$ cat config.mk
export PLATFORM = sky130hd
export DESIGN_NAME = bus_arbiter_flat
export DESIGN_NICKNAME = d
export VERILOG_FILES = /design/src/rtl/bus_pkg.sv /design/src/rtl/bus_arbiter_if.sv /design/src/rtl/bus_watchdog.sv /design/src/rtl/bus_arbiter.sv /design/src/flat_wrapper.sv
export SDC_FILE = /design/constraint.sdc
export NUM_CORES = 1
export LEC_CHECK = 0
export BUFFER_PORTS_ARGS = -buffer_cell sky130_fd_sc_hd__buf_2
export CAP_MARGIN = 25
export CORE_AREA = 8 8 127 129
export DETAILED_ROUTE_END_ITERATION = 8
export DIE_AREA = 0 0 135 137
export GPL_ROUTABILITY_DRIVEN = 0
export HOLD_SLACK_MARGIN = 0.05
export SKIP_CTS_REPAIR_TIMING = 1
export SLEW_MARGIN = 20
export SYNTH_ARGS = -nofsm -noshare
export SYNTH_HDL_FRONTEND = slang
export SYNTH_SLANG_ARGS = --single-unit
$ cat constraint.sdc
create_clock -name clk -period 2.01 [get_ports clk]
set_input_delay 0.201 -clock clk [delete_from_list [all_inputs] [get_ports clk]]
set_output_delay 0.201 -clock clk [all_outputs]
set_load 0.02 [all_outputs]
$ cat src/rtl/bus_pkg.sv
// Shared bus definitions for the two-master strobe/ack arbiter: widths, FSM codes, request bundle.
// Imported by the interface, the arbiter and its watchdog.
package bus_pkg;

  localparam int ADR_W = 32;
  localparam int DAT_W = 32;
  localparam int SEL_W = 4;

  localparam logic [0:0] ST_IDLE = 1'b0;
  localparam logic [0:0] ST_BUSY = 1'b1;

  localparam logic [DAT_W-1:0] ERR_DATA_DEF = 32'hFFFF_FFFF;

  typedef struct packed {
    logic             we;
    logic [ADR_W-1:0] adr;
    logic [DAT_W-1:0] dat;
    logic [SEL_W-1:0] sel;
  } req_t;

  // Round-robin pick: a tie goes to the master that did not complete last.
  function automatic logic pick_master(input logic stb0, input logic stb1, input logic last);
    if (stb0 && stb1) begin
      return ~last;
    end else if (stb1) begin
      return 1'b1;
    end
    return 1'b0;
  endfunction

endpackage

$ cat src/rtl/bus_arbiter_if.sv
// Bus bundle between the two masters, the arbiter and the shared slave path.
// slave modport is the arbiter's view; master modport is the surrounding system's view.
interface bus_arbiter_if;
  import bus_pkg::*;

  logic             m0_stb_i;
  logic             m0_we_i;
  logic [ADR_W-1:0] m0_adr_i;
  logic [DAT_W-1:0] m0_dat_i;
  logic [SEL_W-1:0] m0_sel_i;
  logic             m0_ack_o;
  logic [DAT_W-1:0] m0_dat_o;

  logic             m1_stb_i;
  logic             m1_we_i;
  logic [ADR_W-1:0] m1_adr_i;
  logic [DAT_W-1:0] m1_dat_i;
  logic [SEL_W-1:0] m1_sel_i;
  logic             m1_ack_o;
  logic [DAT_W-1:0] m1_dat_o;

  logic             s_stb_o;
  logic             s_we_o;
  logic [ADR_W-1:0] s_adr_o;
  logic [DAT_W-1:0] s_dat_o;
  logic [SEL_W-1:0] s_sel_o;
  logic             s_ack_i;
  logic [DAT_W-1:0] s_dat_i;

  logic             gnt_o;
  logic             busy_o;
  logic             err_o;
  logic [ADR_W-1:0] err_adr_o;

  modport slave (
    input  m0_stb_i, m0_we_i, m0_adr_i, m0_dat_i, m0_sel_i,
    output m0_ack_o, m0_dat_o,
    input  m1_stb_i, m1_we_i, m1_adr_i, m1_dat_i, m1_sel_i,
    output m1_ack_o, m1_dat_o,
    output s_stb_o, s_we_o, s_adr_o, s_dat_o, s_sel_o,
    input  s_ack_i, s_dat_i,
    output gnt_o, busy_o, err_o, err_adr_o
  );

  modport master (
    output m0_stb_i, m0_we_i, m0_adr_i, m0_dat_i, m0_sel_i,
    input  m0_ack_o, m0_dat_o,
    output m1_stb_i, m1_we_i, m1_adr_i, m1_dat_i, m1_sel_i,
    input  m1_ack_o, m1_dat_o,
    input  s_stb_o, s_we_o, s_adr_o, s_dat_o, s_sel_o,
    output s_ack_i, s_dat_i,
    input  gnt_o, busy_o, err_o, err_adr_o
  );

endinterface

$ cat src/rtl/bus_watchdog.sv
// Saturating cycle counter with synchronous clear; hit_o flags count == TIMEOUT.
// Count is visible on hit_o the cycle after the enabling cycle; no backpressure.
module bus_watchdog #(
  parameter int TIMEOUT = 255,
  localparam int CNT_W = $clog2(TIMEOUT + 1)
) (
  input  logic clk,
  input  logic rst,
  input  logic clr_i,
  input  logic en_i,
  output logic hit_o
);

  logic [CNT_W-1:0] cnt_q, cnt_d;

  always_comb begin
    cnt_d = cnt_q;
    if (clr_i) begin
      cnt_d = '0;
    end else if (en_i && (cnt_q != {CNT_W{1'b1}})) begin
      cnt_d = cnt_q + 1'b1;
    end
  end

  always_ff @(posedge clk or posedge rst) begin
    if (rst) begin
      cnt_q <= '0;
    end else begin
      cnt_q <= cnt_d;
    end
  end

  assign hit_o = (cnt_q == CNT_W'(TIMEOUT));

endmodule

$ cat src/rtl/bus_arbiter.sv
// Two-master round-robin arbiter for the strobe/ack bus, one outstanding transaction, watchdog abort.
// Grant 1 cycle after request; slave ack/data pass through combinationally; losing master is held off (ack=0).
module bus_arbiter
  import bus_pkg::*;
#(
  parameter int               TIMEOUT  = 255,
  parameter logic [DAT_W-1:0] ERR_DATA = ERR_DATA_DEF
) (
  input logic          clk,
  input logic          rst_i,
  bus_arbiter_if.slave bus
);

  logic [0:0]       state_q, state_d;
  logic             gnt_q, gnt_d;
  logic             last_q, last_d;
  logic [ADR_W-1:0] err_adr_q, err_adr_d;

  req_t             m0_req, m1_req, g_req;
  logic             busy, g_stb, wd_hit;
  logic             done, tmo, abort;
  logic             ack_g;
  logic [DAT_W-1:0] dat_g;

  always_comb begin
    m0_req = {bus.m0_we_i, bus.m0_adr_i, bus.m0_dat_i, bus.m0_sel_i};
    m1_req = {bus.m1_we_i, bus.m1_adr_i, bus.m1_dat_i, bus.m1_sel_i};
    g_req  = gnt_q ? m1_req : m0_req;
  end

  assign busy  = (state_q == ST_BUSY);
  assign g_stb = gnt_q ? bus.m1_stb_i : bus.m0_stb_i;

  // A slave ack in the same cycle as the watchdog hit is a normal completion.
  assign done  = busy & g_stb & bus.s_ack_i;
  assign tmo   = busy & g_stb & ~bus.s_ack_i & wd_hit;
  assign abort = busy & ~g_stb;

  bus_watchdog #(
    .TIMEOUT(TIMEOUT)
  ) u_watchdog (
    .clk  (clk),
    .rst  (rst_i),
    .clr_i(~busy),
    .en_i (busy & ~bus.s_ack_i),
    .hit_o(wd_hit)
  );

  always_comb begin
    state_d   = state_q;
    gnt_d     = gnt_q;
    last_d    = last_q;
    err_adr_d = err_adr_q;
    case (state_q)
      ST_IDLE: begin
        if (bus.m0_stb_i || bus.m1_stb_i) begin
          gnt_d   = pick_master(bus.m0_stb_i, bus.m1_stb_i, last_q);
          state_d = ST_BUSY;
        end
      end
      ST_BUSY: begin
        if (done || tmo) begin
          last_d  = gnt_q;
          state_d = ST_IDLE;
        end else if (abort) begin
          state_d = ST_IDLE;
        end
        if (tmo) begin
          err_adr_d = g_req.adr;
        end
      end
      default: state_d = ST_IDLE;
    endcase
  end

  always_ff @(posedge clk or posedge rst_i) begin
    if (rst_i) begin
      state_q   <= ST_IDLE;
      gnt_q     <= 1'b0;
      last_q    <= 1'b1;
      err_adr_q <= '0;
    end else begin
      state_q   <= state_d;
      gnt_q     <= gnt_d;
      last_q    <= last_d;
      err_adr_q <= err_adr_d;
    end
  end

  // Slave path is forced to zero outside BUSY so reset clears every output at once.
  assign bus.s_stb_o = busy & g_stb & ~tmo;
  assign bus.s_we_o  = busy & g_req.we;
  assign bus.s_adr_o = busy ? g_req.adr : '0;
  assign bus.s_dat_o = busy ? g_req.dat : '0;
  assign bus.s_sel_o = busy ? g_req.sel : '0;

  assign ack_g = done | tmo;
  assign dat_g = !busy ? '0 : (tmo ? ERR_DATA : bus.s_dat_i);

  assign bus.m0_ack_o = ~gnt_q & ack_g;
  assign bus.m0_dat_o = gnt_q ? '0 : dat_g;
  assign bus.m1_ack_o = gnt_q & ack_g;
  assign bus.m1_dat_o = gnt_q ? dat_g : '0;

  assign bus.gnt_o     = gnt_q;
  assign bus.busy_o    = busy;
  assign bus.err_o     = tmo;
  assign bus.err_adr_o = err_adr_q;

endmodule

$ cat src/flat_wrapper.sv
// flat-port wrapper written by rule: the top's interface ports become plain ports
module bus_arbiter_flat import bus_pkg::*;
#(
  parameter int               TIMEOUT  = 255,
  parameter logic [DAT_W-1:0] ERR_DATA = ERR_DATA_DEF
)
  (clk, rst_i, bus_m0_stb_i, bus_m0_we_i, bus_m0_adr_i, bus_m0_dat_i, bus_m0_sel_i, bus_m0_ack_o, bus_m0_dat_o, bus_m1_stb_i, bus_m1_we_i, bus_m1_adr_i, bus_m1_dat_i, bus_m1_sel_i, bus_m1_ack_o, bus_m1_dat_o, bus_s_stb_o, bus_s_we_o, bus_s_adr_o, bus_s_dat_o, bus_s_sel_o, bus_s_ack_i, bus_s_dat_i, bus_gnt_o, bus_busy_o, bus_err_o, bus_err_adr_o);
  bus_arbiter_if bus_i ();
  input logic clk;
  input logic rst_i;
  input wire logic [$bits(bus_i.m0_stb_i)-1:0] bus_m0_stb_i;
  input wire logic [$bits(bus_i.m0_we_i)-1:0] bus_m0_we_i;
  input wire logic [$bits(bus_i.m0_adr_i)-1:0] bus_m0_adr_i;
  input wire logic [$bits(bus_i.m0_dat_i)-1:0] bus_m0_dat_i;
  input wire logic [$bits(bus_i.m0_sel_i)-1:0] bus_m0_sel_i;
  output wire logic [$bits(bus_i.m0_ack_o)-1:0] bus_m0_ack_o;
  output wire logic [$bits(bus_i.m0_dat_o)-1:0] bus_m0_dat_o;
  input wire logic [$bits(bus_i.m1_stb_i)-1:0] bus_m1_stb_i;
  input wire logic [$bits(bus_i.m1_we_i)-1:0] bus_m1_we_i;
  input wire logic [$bits(bus_i.m1_adr_i)-1:0] bus_m1_adr_i;
  input wire logic [$bits(bus_i.m1_dat_i)-1:0] bus_m1_dat_i;
  input wire logic [$bits(bus_i.m1_sel_i)-1:0] bus_m1_sel_i;
  output wire logic [$bits(bus_i.m1_ack_o)-1:0] bus_m1_ack_o;
  output wire logic [$bits(bus_i.m1_dat_o)-1:0] bus_m1_dat_o;
  output wire logic [$bits(bus_i.s_stb_o)-1:0] bus_s_stb_o;
  output wire logic [$bits(bus_i.s_we_o)-1:0] bus_s_we_o;
  output wire logic [$bits(bus_i.s_adr_o)-1:0] bus_s_adr_o;
  output wire logic [$bits(bus_i.s_dat_o)-1:0] bus_s_dat_o;
  output wire logic [$bits(bus_i.s_sel_o)-1:0] bus_s_sel_o;
  input wire logic [$bits(bus_i.s_ack_i)-1:0] bus_s_ack_i;
  input wire logic [$bits(bus_i.s_dat_i)-1:0] bus_s_dat_i;
  output wire logic [$bits(bus_i.gnt_o)-1:0] bus_gnt_o;
  output wire logic [$bits(bus_i.busy_o)-1:0] bus_busy_o;
  output wire logic [$bits(bus_i.err_o)-1:0] bus_err_o;
  output wire logic [$bits(bus_i.err_adr_o)-1:0] bus_err_adr_o;
  assign bus_i.m0_stb_i = bus_m0_stb_i;
  assign bus_i.m0_we_i = bus_m0_we_i;
  assign bus_i.m0_adr_i = bus_m0_adr_i;
  assign bus_i.m0_dat_i = bus_m0_dat_i;
  assign bus_i.m0_sel_i = bus_m0_sel_i;
  assign bus_m0_ack_o = bus_i.m0_ack_o;
  assign bus_m0_dat_o = bus_i.m0_dat_o;
  assign bus_i.m1_stb_i = bus_m1_stb_i;
  assign bus_i.m1_we_i = bus_m1_we_i;
  assign bus_i.m1_adr_i = bus_m1_adr_i;
  assign bus_i.m1_dat_i = bus_m1_dat_i;
  assign bus_i.m1_sel_i = bus_m1_sel_i;
  assign bus_m1_ack_o = bus_i.m1_ack_o;
  assign bus_m1_dat_o = bus_i.m1_dat_o;
  assign bus_s_stb_o = bus_i.s_stb_o;
  assign bus_s_we_o = bus_i.s_we_o;
  assign bus_s_adr_o = bus_i.s_adr_o;
  assign bus_s_dat_o = bus_i.s_dat_o;
  assign bus_s_sel_o = bus_i.s_sel_o;
  assign bus_i.s_ack_i = bus_s_ack_i;
  assign bus_i.s_dat_i = bus_s_dat_i;
  assign bus_gnt_o = bus_i.gnt_o;
  assign bus_busy_o = bus_i.busy_o;
  assign bus_err_o = bus_i.err_o;
  assign bus_err_adr_o = bus_i.err_adr_o;
  bus_arbiter #(.TIMEOUT(TIMEOUT), .ERR_DATA(ERR_DATA)) u_core (.clk(clk), .rst_i(rst_i), .bus(bus_i));
endmodule
# Yosys cells after proc, flatten, opt, wreduce, memory -nomap -nowiden
# Cells that the tools add are included.
[word_totals] inputBits=175 register_bits=43 wordCells=55 out_inout_bits=171
[op_classes] n_eq_ne=3 n_bitwise=17 n_mux=22 add_sub_neg=1 reduce_logical=7
[ops] operator="$mux W32" n=6
[ops] operator="$mux W69" n=1
[ops] operator="$mux W8" n=2
[ops] operator="$mux W1" n=11
[ops] operator="$and A1 B1 Y1" n=10
[ops] operator="$add A8 B1 Y8 const B" n=1
[ops] operator="$eq A8 B8 Y1 const B" n=1
[ops] operator="$ne A8 B8 Y1 const B" n=1
[ops] operator="$not A1 Y1" n=6
[ops] operator="$reduce_and A2 Y1" n=3
[ops] operator="$mux W4" n=1
[ops] operator="$logic_and A1 B1 Y1" n=2
[ops] operator="$logic_or A1 B1 Y1" n=2
[ops] operator="$ne A2 B2 Y1 const B" n=1
[ops] operator="$pmux W1 S2" n=1
[ops] operator="$or A1 B1 Y1" n=1

# Longest topological paths before layout
# Gate-level depths: netlist of run 1.
[logic_depth] word_depth=7 depth_mapped=7 ltp_nobuf=5

# By module
# A second synthesis of run 1 with hierarchy kept.
[unflattened] cells_unflattened=387 hier_area_um2=3632.2
[modules_own_cells] mod="bus_arbiter" cells_each=339 seq_area_each_um2=877.1 n_inst=1 area_each_um2=3140.5
[modules_own_cells] mod="bus_watchdog" cells_each=48 seq_area_each_um2=200.2 n_inst=1 area_each_um2=491.7

# Worst setup path after synthesis of run 1
# No wires, ideal clock.
[synth_path] kind="reg2out" from="register u_core.u_watchdog.cnt_q[0]" to="output bus_m0_dat_o[0]" required_ns=1.809 path_stages_with_launch=7 setup_slack_ns=0.194 n_path_buf=2 arrival_ns=1.615 path_cell_list="dfrtp_1 -> ha_1 -> nand3b_1 -> nor4b_2 -> buf_2 -> buf_2 -> o21a_1"
[synth_via] elab_chain_cells=5
[synth_rtl] item="start: declaration" line_no="bus_watchdog.sv:14" rtl="logic [CNT_W-1:0] cnt_q, cnt_d;"
[synth_rtl] item="start signal: assignment" line_no="bus_watchdog.sv:29" rtl="cnt_q <= cnt_d;"
[synth_rtl] item="$eq A8 B8 Y1" line_no="bus_watchdog.sv:33" rtl="assign hit_o = (cnt_q == CNT_W'(TIMEOUT));"
[synth_rtl] item="$and A1 B1 Y1" line_no="bus_arbiter.sv:36" rtl="assign tmo = busy & g_stb & ~bus.s_ack_i & wd_hit;"
[synth_rtl] item="$mux W32 (2 in a row)" line_no="bus_arbiter.sv:98" rtl="assign dat_g = !busy ? '0 : (tmo ? ERR_DATA : bus.s_dat_i);"
[synth_rtl] item="$mux W32" line_no="bus_arbiter.sv:101" rtl="assign bus.m0_dat_o = gnt_q ? '0 : dat_g;"
[synth_rtl] item="end: declaration" line_no="flat_wrapper.sv:17" rtl="output wire logic [$bits(bus_i.m0_dat_o)-1:0] bus_m0_dat_o;"
# Every way passes these cells.

# Worst setup path after layout of run 1
[layout_path] from="register u_core.u_watchdog.cnt_q[0]" to="output bus_m0_dat_o[31]"
# The elaborated chain is that of the path after synthesis.

==> flow_metrics.env, run 1 <==
export IMPL_critical_path_endpoint="bus_m0_dat_o[31]"
export IMPL_dr_pass1_iters=4
export IMPL_drt_met1_wl_mm=6.53
export IMPL_avgViaCountPerCell=4.61
export IMPL_rsz0062_at_grt="true"
export IMPL_r2r_start="u_core.u_watchdog.cnt_q[0]$_DFFE_PP0P_"
export IMPL_max_cap_violations=0
export IMPL_numCtsBuffers=5
export IMPL_power_uw=6510
export IMPL_postSynthAreaPerCell_um2=8.20
export IMPL_cts_sink_count=43
export IMPL_wl_per_cell_um=18.2
export IMPL_finalMaxSlewViolations=0
export IMPL_critPathKind="register to output pin"
export IMPL_tightestPinTransition_ps=564
export IMPL_nets=928
export IMPL_synth_top_area_share_pct=31.8
export IMPL_ys_seq_area_share_pct=32.6
export IMPL_io_pins=346
export IMPL_die_y_um=137
export IMPL_grtUsageTotal_pct=15.1
export IMPL_routed_wirelength_mm=17.1
export IMPL_clock_power_share_pct=14.6
export IMPL_whs_ps=48.0
export IMPL_power_frac_seq_pct=14.9
export IMPL_final_cell_mix="buf_2 (279), nor2_1 (89), mux2i_1 (71)"
export IMPL_htree_levels=2
export IMPL_clockBufferDepth=2
export IMPL_path_max_fanout=8
export IMPL_worst_ep_arrival_time_ps=2000
export IMPL_timing_final_ws_setup_ps=-194
export IMPL_final_common_cell="buf_2"
export IMPL_antenna_found_initial=2
export IMPL_vdd_drop_max_v=0.000495
export IMPL_maxClockFrequency_ghz=0.454
export IMPL_yosys_top_cells_area="dfrtp_1 (32%), mux2i_1 (22%), o21a_1 (15%)"
export IMPL_crit_path_end_kind="output pin"
export IMPL_clock_latency_ps=280
export IMPL_r2r_end="u_core.bus.err_adr_o[23]$_DFFE_PP0P_"
export IMPL_period_share_pct=110
export IMPL_wl_met2_mm=8.81
export IMPL_p_sw_uw=3070
export IMPL_fin_crit_ps=2200
export IMPL_finalClockSkew_ps=8.62
export IMPL_first_iter_violations=198
export IMPL_yosysWarnings=0
export IMPL_start_util_pct=23.3
export IMPL_syn_inst=403
export IMPL_cp_required_ps=1810
export IMPL_path_clk_slew_ps=60
export IMPL_fin_setup_tns_ps=-9350
export IMPL_ant_nets=0
export IMPL_grt_pass1_wl_mm=22.5
export IMPL_root_buffer="clkbuf_16"
export IMPL_p_leak_uw=0.00354
export IMPL_status="finished, violations left"
export IMPL_pwr_share_comb_pct=70.5
export IMPL_core_area_um2=14200
export IMPL_final_area_um2=6440
export IMPL_met3_length_mm=1.52
export IMPL_grt_pass1_vias=4001
export IMPL_violations="setup timing"
export IMPL_overflow=0
export IMPL_syn_nets=579
export IMPL_intPower_uw=3440
export IMPL_powerDensity_nw_per_um2=1010
export IMPL_dr_max_layer_used="met5"
export IMPL_post_synth_num_cell_types=34
export IMPL_rr_worst_depth=10
export IMPL_drc=0
export IMPL_worstSetupStartpoint="u_core.u_watchdog.cnt_q[0]$_DFFE_PP0P_"
export IMPL_regToRegSetupSlack_ps=-60
export IMPL_vias=4322
export IMPL_io_buffers=345
export IMPL_detailed_place_area_um2=5260
export IMPL_relSlewSlack_pct=62.4
export IMPL_yosysTopAreaCell="dfrtp_1"
export IMPL_min_path_type="input pin to async pin"
export IMPL_grt_max_degree=73
export IMPL_fin_util_pct=45.3
export IMPL_finalSetupViolCount=85
export IMPL_synthesis_area_um2=3300
export IMPL_swShare_pct=47.1
export IMPL_n_antenna_cell=0
export IMPL_start_kind="register"
export IMPL_dieWidth_um=135
export IMPL_syn2layout_area_growth_pct=94.9
export IMPL_finalHoldViolations=0
export IMPL_die_area_um2=18500
export IMPL_dpl_hpwl_mm=12.3
export IMPL_rows=44
export IMPL_drive_gt1_share_pct=58.7
export IMPL_cts_tree="built"
export IMPL_synth_seq_cells=43
[logic make-up after synthesis]
logic type | after synthesis | synth area share [%]
compound gates | 109 | 22.2
xor+xnor | 2 | 0.530
fa+ha+maj | 1 | 0.379
buf+inv | 40 | 5.53
flops | 43 | 32.6
mux | 72 | 21.9
simple gates | 136 | 16.9
[critical path, cell delays in order (launching register included)]
cell,delay (ps)
dfrtp_1,410
ha_4,150
nand3b_1,130
nor4b_4,380
buf_6,210
clkbuf_16,170
o21a_1,140
buf_6,120
[how the worst min path moves through the flow]
stage	start	slack [ps]	cells past startpoint	end
after detailed placement	rst_i	390	3	u_core.bus.err_adr_o[24]$_DFFE_PP0P_
final	rst_i	50	3	u_core.bus.err_adr_o[24]$_DFFE_PP0P_
after floorplan	bus_s_ack_i	310	1	u_core.bus.busy_o$_DFF_PP0_
after global placement	rst_i	380	3	u_core.bus.err_adr_o[24]$_DFFE_PP0P_
after global routing	rst_i	100	3	u_core.bus.err_adr_o[27]$_DFFE_PP0P_
after CTS	rst_i	80	3	u_core.bus.err_adr_o[24]$_DFFE_PP0P_
[sequential cells by signal (all words and copies together) (netlist names)]
| signal | cells |
|---|---|
| u_core.bus.gnt_o | 1 |
| u_core.bus.err_adr_o | 32 |
| u_core.bus.busy_o | 1 |
| u_core.last_q | 1 |
| u_core.u_watchdog.cnt_q | 8 |
[cells in the mapped netlist]
cell and count:
nor2_1 112, mux2i_1 71, o21a_1 64, dfrtp_1 42
a21oi_1 32, buf_2 20, clkbuf_1 14, nand2_1 8
nand3_1 5, o21ai_0 5, nor3_1 3, a31oi_1 2
buf_1 2, buf_4 2, xnor2_1 2, a211oi_1 1
a32o_1 1, and2_1 1, and3_1 1, and4b_1 1
clkinv_1 1, dfstp_2 1, ha_1 1, inv_1 1
mux2_2 1, nand3_2 1, nand3b_1 1, nand4_1 1
nor2b_1 1, nor4b_2 1, o2111a_1 1, o211ai_1 1
o21ba_2 1, o32ai_1 1
[power groups by stage]
stage | sequential (uW) | clock [uW] | combinational [uW]
final | 973 | 950 | 4590
after global routing | 978 | 1020 | 4890
after CTS | 952 | 984 | 4120
after detailed placement | 969 | 0 | 4110
after global placement | 967 | 0 | 4100
after floorplan | 978 | 0 | 2720
[stage by stage]
| step | std cells | worst slack (ps) |
|---|---|---|
| global route | 937 | -258 |
| global placement | 907 | 83.5 |
| detailed placement | 907 | 72.6 |
| finish | 937 | -194 |
| floorplan | 403 | 194 |
| CTS | 915 | -245 |
[final cells by class]
class	instances	area (um^2)
clock inverter	2	35.0
tap	184	230
sequential	43	1080
timing repair buffer	380	2640
inverter	2	7.51
fill	1458	7770
clock buffer	6	139
multi-input combinational	320	2310
[per-layer routing]
| layer | vias to the layer above | global-route usage [%] |
|---|---|---|
| li1 | 2095 | - |
| met1 | 2007 | 17.1 |
| met2 | 197 | 27.4 |
| met3 | 19 | 4.48 |
| met4 | 4 | 2.90 |
| met5 | - | 0 |
No activity file was read; power rests on OpenSTA's default activity.
==> run 2, diff against run 1 <==
--- a/config.mk
+++ b/config.mk
@@ -7,9 +7,9 @@
 export LEC_CHECK = 0
 export BUFFER_PORTS_ARGS = -buffer_cell sky130_fd_sc_hd__buf_2
 export CAP_MARGIN = 25
-export CORE_AREA = 8 8 127 129
+export CORE_AREA = 8 8 128 130
 export DETAILED_ROUTE_END_ITERATION = 8
-export DIE_AREA = 0 0 135 137
+export DIE_AREA = 0 0 136 138
 export GPL_ROUTABILITY_DRIVEN = 0
 export HOLD_SLACK_MARGIN = 0.05
 export SKIP_CTS_REPAIR_TIMING = 1
==> flow_metrics.env, run 2 (synthesis results as in run 1) <==
export IMPL_grt_pass1_vias=4149
export IMPL_largest_reg_flops=32
export IMPL_core_area_um2=14300
export IMPL_die_area_um2=18800
export IMPL_powerDensity_nw_per_um2=1090
export IMPL_slowest_stage="dfrtp_1"
export IMPL_io_buffers=345
export IMPL_fin_crit_ps=2160
export IMPL_first_iter_violations=149
export IMPL_wl_per_cell_um=17.6
export IMPL_io_pins=346
export IMPL_finalHoldViolations=0
export IMPL_min_path_type="input pin to async pin"
export IMPL_syn2layout_area_growth_pct=78.7
export IMPL_met1_usage_pct=17.5
export IMPL_intPower_uw=3400
export IMPL_cp_num_buf_inv=3
export IMPL_rsz0062_at_grt="true"
export IMPL_detailed_place_area_um2=5310
export IMPL_grt_use_met2_pct=27.0
export IMPL_root_buffer="clkbuf_16"
export IMPL_clock_power_share_pct=14.2
export IMPL_r2r_start="u_core.u_watchdog.cnt_q[1]$_DFFE_PP0P_"
export IMPL_pwr_share_comb_pct=70.8
export IMPL_overflow=0
export IMPL_fill_cells=1499
export IMPL_status="finished, violations left"
export IMPL_relSlewSlack_pct=63.0
export IMPL_nets=918
export IMPL_tightestPinTransition_ps=555
export IMPL_avgViaCountPerCell=4.52
export IMPL_ant_nets=0
export IMPL_path_cells="ha_2 -> nand3b_1 -> nor4b_4 -> buf_6 -> buf_12 -> o21a_1 -> buf_6"
export IMPL_cp_required_ps=1810
export IMPL_timing_final_ws_setup_ps=-147
export IMPL_grtUsageMet3_pct=4.57
export IMPL_dieWidth_um=136
export IMPL_final_cell_mix="buf_2 (283), nor2_1 (111), mux2i_1 (71)"
export IMPL_power_frac_seq_pct=14.9
export IMPL_rows=44
export IMPL_clock_latency_ps=280
export IMPL_vias=4194
export IMPL_path_clk_slew_ps=60
export IMPL_start_kind="register"
export IMPL_drc=0
export IMPL_period_share_pct=107
export IMPL_worstSetupStartpoint="u_core.u_watchdog.cnt_q[1]$_DFFE_PP0P_"
export IMPL_crit_path_end_kind="output pin"
export IMPL_final_common_cell="buf_2"
export IMPL_cts_tree="built"
export IMPL_finalMaxSlewViolations=0
export IMPL_htree_levels=2
export IMPL_slowest_delay_ps=370
export IMPL_finalClockSkew_ps=5.76
export IMPL_antenna_found_initial=1
export IMPL_worst_ep_arrival_time_ps=1960
export IMPL_start_util_pct=23.1
export IMPL_grtUsageTotal_pct=15.1
export IMPL_die_y_um=138
export IMPL_grt_max_degree=53
export IMPL_dr_pass1_iters=4
export IMPL_p_leak_uw=0.00337
export IMPL_violations="setup timing"
export IMPL_swShare_pct=47.4
export IMPL_pre_cts_slack_ps=49.2
export IMPL_fin_util_pct=41.2
export IMPL_routed_wirelength_mm=16.4
export IMPL_grt_pass1_wl_mm=23.0
export IMPL_maxClockFrequency_ghz=0.464
export IMPL_vdd_drop_max_v=0.000516
export IMPL_numCtsBuffers=5
export IMPL_cpMostUsedCell="buf_6"
export IMPL_final_area_um2=5900
export IMPL_p_sw_uw=3060
export IMPL_clockBufferDepth=2
export IMPL_drive_gt1_share_pct=52.1
export IMPL_dpl_hpwl_mm=12.9
export IMPL_busiest_layer="met2"
export IMPL_max_cap_violations=0
export IMPL_rr_worst_depth=8
export IMPL_cts_sink_count=43
export IMPL_crit_family="buffers and inverters"
export IMPL_worst_path_stages=7
export IMPL_finalSetupViolCount=65
export IMPL_critPathKind="register to output pin"
export IMPL_path_max_fanout=27
[run 2: layout make-up]
type / instances / area (um^2) / share of cell area [%]
antenna: 1 / 2.50 / 0.0424
clock buffer: 6 / 129 / 2.18
clock inverter: 2 / 37.5 / 0.636
inverter: 2 / 7.51 / 0.127
multi-input combinational: 320 / 2060 / 34.9
sequential: 43 / 1080 / 18.3
tap: 184 / 230 / 3.90
timing repair buffer: 370 / 2360 / 39.9
[run 2: final timing paths]
kind / endpoint / slack (ps)
min in group clk: u_core.bus.busy_o$_DFF_PP0_ / 180
max in group asynchronous: u_core.bus.gnt_o$_DFFE_PP0P_ / 1540
setup / recovery: bus_m0_dat_o[23] / -150
setup reg to reg: u_core.bus.err_adr_o[10]$_DFFE_PP0P_ / 130
hold reg to reg: u_core.last_q$_DFFE_PP1P_ / 510
hold / removal: u_core.u_watchdog.cnt_q[4]$_DFFE_PP0P_ / 60
[run 2: routing by layer]
layer	part of all wire, %	wire [um]
met5	0	0
met4	0.72	117
met3	11	1740
met2	51	8420
met1	37	6080
[run 2: power by group through the flow]
stage | logic (uW) | clock network, uW | registers (uW)
floorplan | 2720 | 0 | 978
global placement | 4140 | 0 | 969
finish | 4570 | 918 | 963
detailed placement | 4130 | 0 | 970
CTS | 4140 | 952 | 953
global route | 4860 | 993 | 969
[run 2: worst register-to-register path, delay by kind of cell (launching register included)]
family          cells  cell delay (ps)
simple gates        3              490
buf+inv             3              610
fa+ha+maj           1              210
flops               1              370
compound gates      1              120
[run 2: per-stage QoR]
step	setup TNS (ps)	instances	hold WS (ps)	power, uW
global placement	0	915	377	5110
floorplan	0	403	314	3700
global route	-13180	928	108	6830
CTS	-15150	923	68.9	6050
detailed placement	0	915	371	5100
finish	-6230	928	57.0	6450
